**src/rtl/pr_datapath.sv**
```systemverilog
// pr_datapath: A/B/c/CNT register-transfer unit driven by the Pr_Verilog control strobes.
// Optional feature macro: PR_DP_OVF_EN adds a sticky carry-out flag on output ovf.
`default_nettype none

module pr_datapath #(
  parameter int W  = 8,
  parameter int CW = $clog2(W + 1)
) (
  input  logic         clk,
  input  logic         res,
  input  logic [W-1:0] din,
  input  logic         t1,
  input  logic         t2,
  input  logic         t4,
  input  logic         t5,
  input  logic         t6,
  input  logic         t7,
  input  logic         t8,
  input  logic         t9,
  output logic         x,
  output logic         y,
  output logic [W-1:0] dout,
  output logic         done
`ifdef PR_DP_OVF_EN
  ,
  output logic         ovf
`endif
);

  localparam logic [CW-1:0] CNT_LOAD = CW'(W);
  localparam logic [CW-1:0] CNT_ONE  = CW'(1);

  logic [W-1:0]  a_q, b_q;
  logic          c_q;
  logic [CW-1:0] cnt_q;

  logic [W-1:0]  a_d, b_d;
  logic          c_d;
  logic [CW-1:0] cnt_d;

  logic [W:0] sum;
  logic [W:0] ca_cat;
  logic [W:0] ab_cat;

  // Full W+1-bit sum so the carry-out is never lost.
  assign sum    = {1'b0, a_q} + {1'b0, b_q};
  assign ca_cat = {c_q, a_q};
  assign ab_cat = {a_q[0], b_q};

  always_comb begin
    a_d   = a_q;
    b_d   = b_q;
    c_d   = c_q;
    cnt_d = cnt_q;

    if (t6)      a_d = '0;
    else if (t1) a_d = sum[W-1:0];
    else if (t9) a_d = ca_cat[W:1];

    if (t5)      b_d = din;
    else if (t9) b_d = ab_cat[W:1];

    if (t8)      c_d = 1'b0;
    else if (t1) c_d = sum[W];
    else if (t9) c_d = 1'b0;

    // Decrement saturates at zero.
    if (t7)                       cnt_d = CNT_LOAD;
    else if (t2 && cnt_q != '0)   cnt_d = cnt_q - CNT_ONE;
  end

  always_ff @(posedge clk or negedge res) begin
    if (!res) begin
      a_q   <= '0;
      b_q   <= '0;
      c_q   <= 1'b0;
      cnt_q <= '0;
      dout  <= '0;
      done  <= 1'b0;
    end else begin
      a_q   <= a_d;
      b_q   <= b_d;
      c_q   <= c_d;
      cnt_q <= cnt_d;
      if (t4) dout <= a_q;
      done  <= t4;
    end
  end

`ifdef PR_DP_OVF_EN
  always_ff @(posedge clk or negedge res) begin
    if (!res)                ovf <= 1'b0;
    else if (t6)             ovf <= 1'b0;
    else if (t1 && sum[W])   ovf <= 1'b1;
  end
`endif

  assign x = (cnt_q != '0);
  assign y = b_q[0];

endmodule

`default_nettype wire

```
**config.mk**
```make
export PLATFORM = sky130hd
export DESIGN_NAME = pr_datapath
export DESIGN_NICKNAME = d
export VERILOG_FILES = /design/src/rtl/pr_datapath.sv
export SDC_FILE = /design/constraint.sdc
export NUM_CORES = 1
export LEC_CHECK = 0
export BUFFER_PORTS_ARGS = -buffer_cell sky130_fd_sc_hd__buf_4
export CORE_MARGIN = 4
export CORE_UTILIZATION = 59
export DETAILED_ROUTE_END_ITERATION = 7
export PLACE_DENSITY_LB_ADDON = 0.15
export SLEW_MARGIN = 0
export SYNTH_ARGS = -nofsm -noshare
export SYNTH_HDL_FRONTEND = slang
export SYNTH_SLANG_ARGS = --single-unit
```
**constraint.sdc**
```tcl
create_clock -name clk -period 5.7 [get_ports clk]
set_input_delay 1.425 -clock clk [delete_from_list [all_inputs] [get_ports clk]]
set_output_delay 1.425 -clock clk [all_outputs]
set_load 0.05 [all_outputs]
```
---- Word level (Yosys, flattened, before mapping) ----
Cells that the tools add are included.
operators by class
  $add $sub $neg .......................... 2
  multipliers ............................. 0
  divide/modulo/power cells ............... 0
  $lt $le $gt $ge ......................... 0
  equality and inequality tests ........... 0
  shift operators ......................... 0
  mux-type cells .......................... 10
  bitwise gates (word level) .............. 0
  reduce and logical (&&, ||, !) cells .... 6
operators by type and width
  cell                   number
  $mux W8                5
  $add A8 B8 Y9          1
  $mux W4                2
  $reduce_bool A3 Y1     2
  $reduce_bool A2 Y1     2
  $reduce_bool A4 Y1     1
  $sub A4 B1 Y4 const B  1
  $mux W1                3
  $logic_and A1 B1 Y1    1
storage, ports and cells
  flip-flop bits (word level) ............. 30
  latch bits .............................. 0
  RAM bits ................................ 0
  memory bits (read-only) ................. 0
  word-level logic and storage cells ...... 24
  memories ................................ 0

---- Logic depth before layout (Yosys ltp) ----
  depth in word-level cells ............... 4
  depth in mapped cells ................... 8
  gate-level depth less buffers ........... 8

---- Least setup slack after synthesis ----
Ideal clock, no wire load.
  kind .................................... register to output
  start point ............................. reg cnt_q[0]
  end point ............................... out x
  arrival time ............................ 1164 ps
  path slack .............................. 3111 ps
  cell stages (with the launch flop) ...... 4
  path buffers ............................ 0
  path through ............................ dfrtp_1 -> inv_1 -> ha_1 -> or3b_1
between the ends
  word-level cells in the longest chain between the ends .. 1
ends and longest elaborated chain
  what                      RTL line  source
  start: declaration        35        logic [CW-1:0] cnt_q;
  start signal: assignment  84        cnt_q <= cnt_d;
  $reduce_bool A4 Y1        98        assign x = (cnt_q != '0);
  end: declaration          20        output logic x,
Every way passes these cells.

---- Worst setup path in the final report ----
Same ends and word-level chain as after synthesis.

==> impl_metrics.tcl <==
set metrics [dict create \
    status "complete, no violations" \
    grt-ovfl-total 0 \
    crit_type "flop to output port" \
    met2_usage 0.3293 \
    finalSetupViolCount 0 \
    gp_congestion 0.8076 \
    final_cell_mix "dfrtp_1, buf_4, mux2i_1" \
    drive_above_1_share 0.2486 \
    total_power_mw 0.6195 \
    vias 1253 \
    min_period_ns 3.038 \
    slowest_delay_ns 0.40 \
    fill_cells 211 \
    cts_buffers 5 \
    syn_area_per_cell_sq_um 10.80 \
    path_delay_family "flip-flops" \
    cts-root-buf "clkbuf_4" \
    dp.cells 208 \
    fmax_mhz 329.2 \
    worst-path-buf-inv 2 \
    syn_to_final_growth_pct 15.74 \
    grt_pass1_wl_mm 5.540 \
    design_area_sq_mm 0.001951 \
    post_cts_buffers 0 \
    gr-usage-met3 0.07338 \
    worst_pin_slew_ns 0.3642 \
    grt_max_degree 31 \
    synth.top_cell.area_share 0.4454 \
    leakagePower_nw 0.9549 \
    vias_per_cell 5.801 \
    final_core_util 0.7135 \
    route.final.wire_length_mm 3.230 \
    hpwlAfterDp_mm 2.391 \
    synth_compound_area_frac 0.1269 \
    synthXorXnorAreaFrac 0.03118 \
    cp_max_fo 3 \
    antenna_found_initial 0 \
    cts.sinks 30 \
    peakVddDrop_v 0.0002404 \
    tritoncts "yes" \
    clock_latency_ns 0.33 \
    drc_errors 0 \
    synth_edf_count 0 \
    layout.cells.non_filler 216 \
    synth_top_family_by_area "simple AND/OR/NAND/NOR gates" \
    finClkSkew_ns 0.005613 \
    grt_setup_unrepaired "false" \
    wire_per_inst_microns 14.95 \
    start_util 0.6165 \
    cts.path.max_buffers 2 \
    end_kind "output port" \
    slowest_stage "dfrtp_1" \
    worst-r2r-setup-slack_ns 3.63 \
    cp_cell_sequence "inv_1, ha_1, or3b_1, buf_4" \
    hold_violations 0 \
    rr_worst_depth 8 \
    insertedDiodeCount 0 \
    drtIter0Drc 35 \
    clkTransAtPathRegs_ns 0.10 \
    die_w_microns 61.45 \
    hp-class "flop to flop" \
    nets 213 \
    ys.flop_type "dfrtp_1" \
    synthMuxAreaShare 0.1307 \
    dpl_cell_area_sq_mm 0.001873 \
    relSlewSlack 0.7549 \
    port_buffers 28 \
    synth_cell_type_count 39 \
    synth_simple_gate_area_frac 0.1321 \
    hold_depth 1 \
    ys_ff_latch 30 \
    yosys-top-cells-area "dfrtp_1, mux2i_1, ha_1, mux2_2, a211oi_1" \
    synthArstFlopShare 1.000 \
    die_h_microns 61.45 \
    grt.busiest_layer "met2" \
    maxCapViolCount 0 \
    drtAntennaViolNets 0 \
    synth_largest_area_cell "dfrtp_1" \
    crit_required_ns 4.28 \
    row_count 19 \
    power_density_mw_per_mm2 317.6 \
    yosys_warnings 0 \
    die_area_sq_mm 0.003775 \
    seq_area_frac_synth 0.4454 \
    critical_path.startpoint_type "flop" \
    critPathArrivalTime_ns 1.61 \
    design.core.area_sq_mm 0.002734 \
    synth_nets 185 \
    ctsResizeCount 0 \
    htree_levels 2 \
    synth_adder_area_share 0.08612 \
    cp_num_cells 4 \
    syn-instance-count 156 \
    syn_area_sq_mm 0.001685 \
    grt_util_all_layers 0.2047 \
    ioPinCount 29 \
    fin_setup_tns_ns 0 \
    post-route-period-util 0.5329 \
    ctsHoldBuffers 0 \
    final_common_cell "dfrtp_1" \
    drt_pre_antenna_iters 4 \
    first_global_vias 1250 \
    grtUsageMet1 0.2470 \
    final_max_slew_viol_count 0 \
]
==> layout make-up <==
type	instances	area, sq um	area share
Timing Repair Buffer	28	210.2	0.1078
Tap cell	31	38.79	0.01988
Clock buffer	5	37.54	0.01924
Sequential cell	30	750.7	0.3849
Inverter	5	18.77	0.009622
Clock inverter	3	40.04	0.02053
Multi-Input combinational cell	114	854.6	0.4381
==> layer usage <==
metal | part of all wire | vias to the layer above
met3 | 0.064 | 9
met5 | 0 | -
met1 | 0.43 | 598
met4 | 0.020 | 0
met2 | 0.48 | 30
li1 | - | 616
==> where the power goes <==
part / internal [mW] / switching, mW
clock network: 0.0907 / 0.0745
logic: 0.0778 / 0.111
registers: 0.241 / 0.0236
total: 0.410 / 0.209
==> registers in the layout, indices dropped and copies added, names as in the netlist <==
register  count
a_q           8
b_q           8
c_q           1
cnt_q         4
done          1
dout          8
==> through the flow <==
step	hold slack (ns)	worst slack (ns)
after global placement	0.4902	3.110
after global routing	0.5327	2.600
after CTS	0.5203	2.656
final	0.5146	2.662
after detailed placement	0.4982	3.036
after floorplan	0.4868	3.111
==> worst reg2reg max path: cells and delay by family, from the launching register on <==
kind | cells | cell delay, ns
simple gates | 1 | 0.13
fa+ha+maj | 2 | 0.59
flops | 1 | 0.42
mux | 1 | 0.23
buf+inv | 1 | 0.06
compound gates | 3 | 0.52
==> synthesized netlist by cell type (2+ instances only) <==
master / count
ha_1: 10
buf_6: 2
xnor2_1: 4
mux2_2: 8
dfrtp_1: 30
nor2b_1: 5
a21oi_1: 5
nand2b_1: 3
mux2i_1: 13
inv_1: 5
xor2_1: 2
nor2_1: 12
nand3_1: 3
nand2_1: 11
o21ai_0: 10
a211oi_1: 9
a21o_1: 2
==> kinds of logic after synthesis <==
group / after synthesis
and+or+nand+nor: 43
AOI/OAI and AO/OA: 33
DFF: 30
muxes: 21
buffers and inverters: 12
adders and majority gates: 11
xor gates and xnor gates: 6
==> final timing paths <==
check,from,end
worst min-delay path,dout[2]$_DFFE_PN0P_,dout[2]$_DFFE_PN0P_
worst max register to register,a_q[0]$_DFFE_PN0P_,a_q[6]$_DFFE_PN0P_
min in group asynchronous,res,dout[5]$_DFFE_PN0P_
max in group asynchronous,res,b_q[3]$_DFFE_PN0P_
worst max-delay path,cnt_q[0]$_DFFE_PN0P_,x
worst min register to register,dout[2]$_DFFE_PN0P_,dout[2]$_DFFE_PN0P_
(Power assumes the default switching activity.)
